--- src/rtl/stream_width_downsizer_pkg.sv ---
// Shared constants and helpers for the byte-stream width converter.
package stream_width_downsizer_pkg;

  localparam int BYTE_W = 8;

  function automatic int min_int(input int a, input int b);
    return (a < b) ? a : b;
  endfunction

endpackage

--- src/rtl/stream_width_downsizer.sv ---
// Byte-stream width converter: holds one IN_BYTES beat and drains it as
// OUT_BYTES-wide beats, low byte first, with zero-bubble hand-over to the next beat.
module stream_width_downsizer
  import stream_width_downsizer_pkg::*;
#(
  parameter int IN_BYTES  = 8,
  parameter int OUT_BYTES = 1,
  localparam int CW  = $clog2(IN_BYTES + 1),
  localparam int OCW = $clog2(OUT_BYTES + 1)
) (
  input  logic                        clk,
  input  logic                        rst,
  input  logic                        input_valid,
  output logic                        input_ready,
  input  logic [BYTE_W*IN_BYTES-1:0]  input_payload,
  input  logic [CW-1:0]               input_count,
  input  logic                        input_last,
  output logic                        output_valid,
  input  logic                        output_ready,
  output logic [BYTE_W*OUT_BYTES-1:0] output_payload,
  output logic [OCW-1:0]              output_count,
  output logic                        output_last
);

  if (OUT_BYTES < 1 || IN_BYTES < OUT_BYTES || (IN_BYTES % OUT_BYTES) != 0) begin : g_bad_ratio
    $fatal(1, "stream_width_downsizer: OUT_BYTES must divide IN_BYTES");
  end

  logic [BYTE_W*IN_BYTES-1:0] buf_data;
  logic [CW-1:0]              buf_cnt;
  logic                       buf_last;
  logic                       buf_valid;
  logic                       final_beat;
  logic                       in_fire;
  logic                       out_fire;

  assign final_beat = buf_cnt <= CW'(OUT_BYTES);
  // Ready is a combinational function of output_ready so the last output beat
  // and the next input beat can change hands on the same edge.
  assign input_ready = !buf_valid || (output_ready && final_beat);
  assign in_fire     = input_valid && input_ready;
  assign out_fire    = buf_valid && output_ready;

  always_ff @(posedge clk) begin
    if (rst) begin
      buf_data  <= '0;
      buf_cnt   <= '0;
      buf_last  <= 1'b0;
      buf_valid <= 1'b0;
    end else if (in_fire) begin
      buf_data  <= input_payload;
      buf_cnt   <= input_count;
      buf_last  <= input_last;
      buf_valid <= 1'b1;
    end else if (out_fire && !final_beat) begin
      buf_data  <= buf_data >> (BYTE_W * OUT_BYTES);
      buf_cnt   <= buf_cnt - CW'(OUT_BYTES);
    end else if (out_fire) begin
      buf_cnt   <= '0;
      buf_last  <= 1'b0;
      buf_valid <= 1'b0;
    end
  end

  assign output_valid   = buf_valid;
  assign output_payload = buf_data[BYTE_W*OUT_BYTES-1:0];
  assign output_count   = OCW'(min_int(int'(buf_cnt), OUT_BYTES));
  assign output_last    = buf_last && final_beat;

  a_count_legal : assert property (@(posedge clk) disable iff (rst)
    input_valid |-> (input_count != '0 && int'(input_count) <= IN_BYTES))
    else $error("stream_width_downsizer: illegal input_count %0d", input_count);

  a_input_stable : assert property (@(posedge clk) disable iff (rst)
    (input_valid && !input_ready) |=> (input_valid && $stable(input_payload)
                                       && $stable(input_count) && $stable(input_last)))
    else $error("stream_width_downsizer: input changed while stalled");

endmodule

--- config.mk ---
export PLATFORM = sky130hd
export DESIGN_NAME = stream_width_downsizer
export DESIGN_NICKNAME = d
export VERILOG_FILES = /design/src/rtl/stream_width_downsizer_pkg.sv /design/src/rtl/stream_width_downsizer.sv
export SDC_FILE = /design/constraint.sdc
export NUM_CORES = 1
export LEC_CHECK = 0
export CORE_UTILIZATION = 52
export DETAILED_ROUTE_END_ITERATION = 10
export PLACE_DENSITY = 0.8
export SLEW_MARGIN = 25
export SYNTH_ARGS = -nofsm -noshare
export SYNTH_HDL_FRONTEND = slang
export SYNTH_SLANG_ARGS = --single-unit
--- constraint.sdc ---
create_clock -name clk -period 2.3 [get_ports clk]
set_clock_uncertainty 0.05 [all_clocks]
set_input_delay 0.46 -clock clk [delete_from_list [all_inputs] [get_ports clk]]
set_output_delay 0.46 -clock clk [all_outputs]
set_load 0.03 [all_outputs]
==> results_dict.tcl <==
set metrics [dict create \
    status "finished clean" \
    grt_max_degree 85 \
    synth_cell_types 34 \
    dp.cells 775 \
    max_clock_freq_mhz 449.5 \
    r2r-end "buf_data[34]" \
    peakVddDrop_v 0.0004314 \
    clkTransAtPathRegs_ns 0.08 \
    drtAntennaViolNets 0 \
    dp_hpwl_um 7710 \
    die-area_sq_mm 0.008628 \
    relSlewSlack 0.4422 \
    synthTopCellsByArea "dfxtp_1 (33%), a21oi_1 (21%), nand2_1 (8.8%)" \
    area_delta_synth_final_pct 26.36 \
    synthCells 637 \
    antenna_found_initial 0 \
    worstSetupEndpointType "output port" \
    dr.pass1.iters 5 \
    numClockSinks 70 \
    p_switching_w 0.001207 \
    cp_slowest_cell "dfxtp_2" \
    yosys.area.top_type "dfxtp_1" \
    r2r_cells 9 \
    layout_commonest_cell "a21oi_1" \
    avgSynthCellArea_sq_um 6.743 \
    portBuffers 84 \
    synth_fp_nets 712 \
    critical_path_class "flip-flop to output port" \
    worst_hold_path.endpoint "buf_data[30]" \
    cts_max_level 3 \
    crit_path_cell_trace "inv_2 > ha_2 > buf_4 > or2_4 > a31oi_4 > inv_1 > buf_6" \
    ys_ff_latch 70 \
    drv_cap 0 \
    via_per_inst 5.962 \
    pwr-share-seq 0.374 \
    p_int_w 0.002607 \
    rsz0062_at_grt "false" \
    utilization 0.6916 \
    path_max_fanout 4 \
    start_util 0.5474 \
    hold_viol 0 \
    yosys_warnings 0 \
    fin_crit_sh 0.9672 \
    min_from "buf_data[38]" \
    fin_nets 761 \
    rrSetupSlack_ns 0.17 \
    drc_errors 0 \
    numCtsBuffers 9 \
    stdcell_count 793 \
    r2r_start "buf_cnt[0]" \
    io_pins 85 \
    first_global_vias 4301 \
    cts_tree "done" \
    wl_um 12140 \
    place_area_sq_mm 0.005120 \
    wl_per_cell_um 15.31 \
    drive_gt1_frac 0.08973 \
    p_clk_frac 0.346 \
    die_x_um 92.89 \
    hp-class "flip-flop to flip-flop" \
    fp.dieH_um 92.89 \
    via_count 4728 \
    required_ns 1.79 \
    layout_common_cells "a21oi_1 (184), nand2_1 (101), clkdlybuf4s50_1 (79)" \
    clk_latency_ns 0.36 \
    design_area_sq_mm 0.005428 \
    period_needed_ns 2.225 \
    cp-start-kind "flip-flop" \
    fillers 684 \
    total_leakage_power_nw 1.895 \
    clock_path_buffers 2 \
    p_per_area_mw_per_mm2 702.7 \
    rows 32 \
    gp_congestion 0.8808 \
    fp.coreArea_sq_mm 0.007848 \
    grt_pass1_wl_um 20050 \
    p_comb_frac 0.279 \
    swShare 0.3165 \
    critPathArrivalTime_ns 1.71 \
    total_power_w 0.003814 \
    grt_overflow_total 0 \
    synth_seq_area_share 0.3262 \
    worst_path_largest_cell_delay_ns 0.35 \
    grt.total_usage 0.2869 \
    first_iter_violations 354 \
    antenna_cells 0 \
    synth_top_area_frac 0.3262 \
    hold_ws_ns 0.4138 \
    worst_pin_slew_ns 0.8368 \
    setup_viol 0 \
    min_path_cells 2 \
    drv_slew 0 \
    cts-root-buf "clkbuf_8" \
    syn-cell-area_sq_mm 0.004295 \
]
## how the worst max path moves through the flow
stage	start	cells after the start	slack [ns]	end
after floorplan	buf_cnt[0]	7	0.17	input_ready
after global placement	buf_cnt[0]	4	0.05	output_count
after detailed placement	buf_cnt[0]	4	-0.003	output_count
after CTS	buf_cnt[0]	7	0.005	input_ready
after global routing	buf_cnt[0]	7	0.01	input_ready
final	buf_cnt[0]	7	0.08	input_ready
## through the flow
step	setup TNS, ns	setup slack [ns]
final	0	0.07538
after floorplan	0	0.1694
after CTS	0	0.005378
after global placement	0	0.05001
after detailed placement	-0.003013	-0.003013
after global routing	0	0.01184
## power by group through the flow
stage / sequential (W) / clock [W] / combinational, W
after floorplan: 0.00143 / 0 / 0.000713
final: 0.00143 / 0.00132 / 0.00107
after global placement: 0.00145 / 0 / 0.00100
after global routing: 0.00144 / 0.00138 / 0.00116
after detailed placement: 0.00145 / 0 / 0.00102
after CTS: 0.00142 / 0.00133 / 0.00104
## kinds of logic (layout without fill, tap and decap cells)
kind of cell / count (synthesis) / count (layout) / synth area share
xor+xnor: 1 / 1 / 0.002039
flops: 70 / 70 / 0.3262
buf+inv: 76 / 130 / 0.08418
fa+ha+maj: 2 / 2 / 0.005825
simple gates: 222 / 222 / 0.2371
mux: 2 / 2 / 0.005243
compound gates: 264 / 264 / 0.3394
## metal layers
metal / global-route usage / vias to the layer above / part of all wire
li1: - / 2314 / -
met1: 0.3737 / 2174 / 0.43
met2: 0.4675 / 215 / 0.48
met3: 0.05747 / 25 / 0.072
met4: 0.1038 / 0 / 0.021
met5: 0 / - / 0
## critical path, delay by kind of cell (launching register included)
| kind | cells | cell delay [ns] |
|---|---|---|
| buffers and inverters | 4 | 0.40 |
| DFF | 1 | 0.35 |
| and+or+nand+nor | 1 | 0.27 |
| adders and majority gates | 1 | 0.18 |
| AOI/OAI and AO/OA | 1 | 0.16 |
## cell type report
| class | count | area, sq um | area share |
|---|---|---|---|
| clock buffer | 10 | 127.6 | 0.02351 |
| clock inverter | 6 | 133.9 | 0.02467 |
| inverter | 5 | 18.77 | 0.003458 |
| multi-input combinational | 491 | 2567 | 0.4730 |
| sequential | 70 | 1405 | 0.2589 |
| tap | 102 | 127.6 | 0.02351 |
| timing repair buffer | 109 | 1047 | 0.1929 |
## synthesized netlist by cell type
cell type  count
nand4_1        1
or2_1          1
a41o_1         1
o21ai_0       44
buf_4          8
nand2b_1      42
or4b_2         1
a21oi_4        1
a22oi_1        8
nor2b_1        1
ha_1           2
a211oi_1      16
o31ai_2        1
nor3_1        44
buf_1          2
xor2_1         1
a221oi_1       3
nand2_1      101
clkbuf_1      44
o32ai_4        1
a21boi_0       1
a41oi_2        1
a21oi_1      184
nor2_1        28
buf_2         13
or2_0          1
a21o_1         1
dfxtp_1       70
buf_6          4
inv_1          5
and4b_1        1
mux2_2         2
and3_1         1
a31oi_1        2
## state kept, by name (all words and copies together) (netlist names)
register,flops
buf_cnt,4
buf_last,1
buf_data,64
output_valid,1
## what timing repair did
action,4_1_cts,5_1_grt
pin swaps,1,1
cloned,0,0
resized for setup,9,8
endpoints found under the setup margin,3,7
setup buffers,2,0
hold buffers,0,0
No activity file was read; power rests on OpenSTA's default activity.
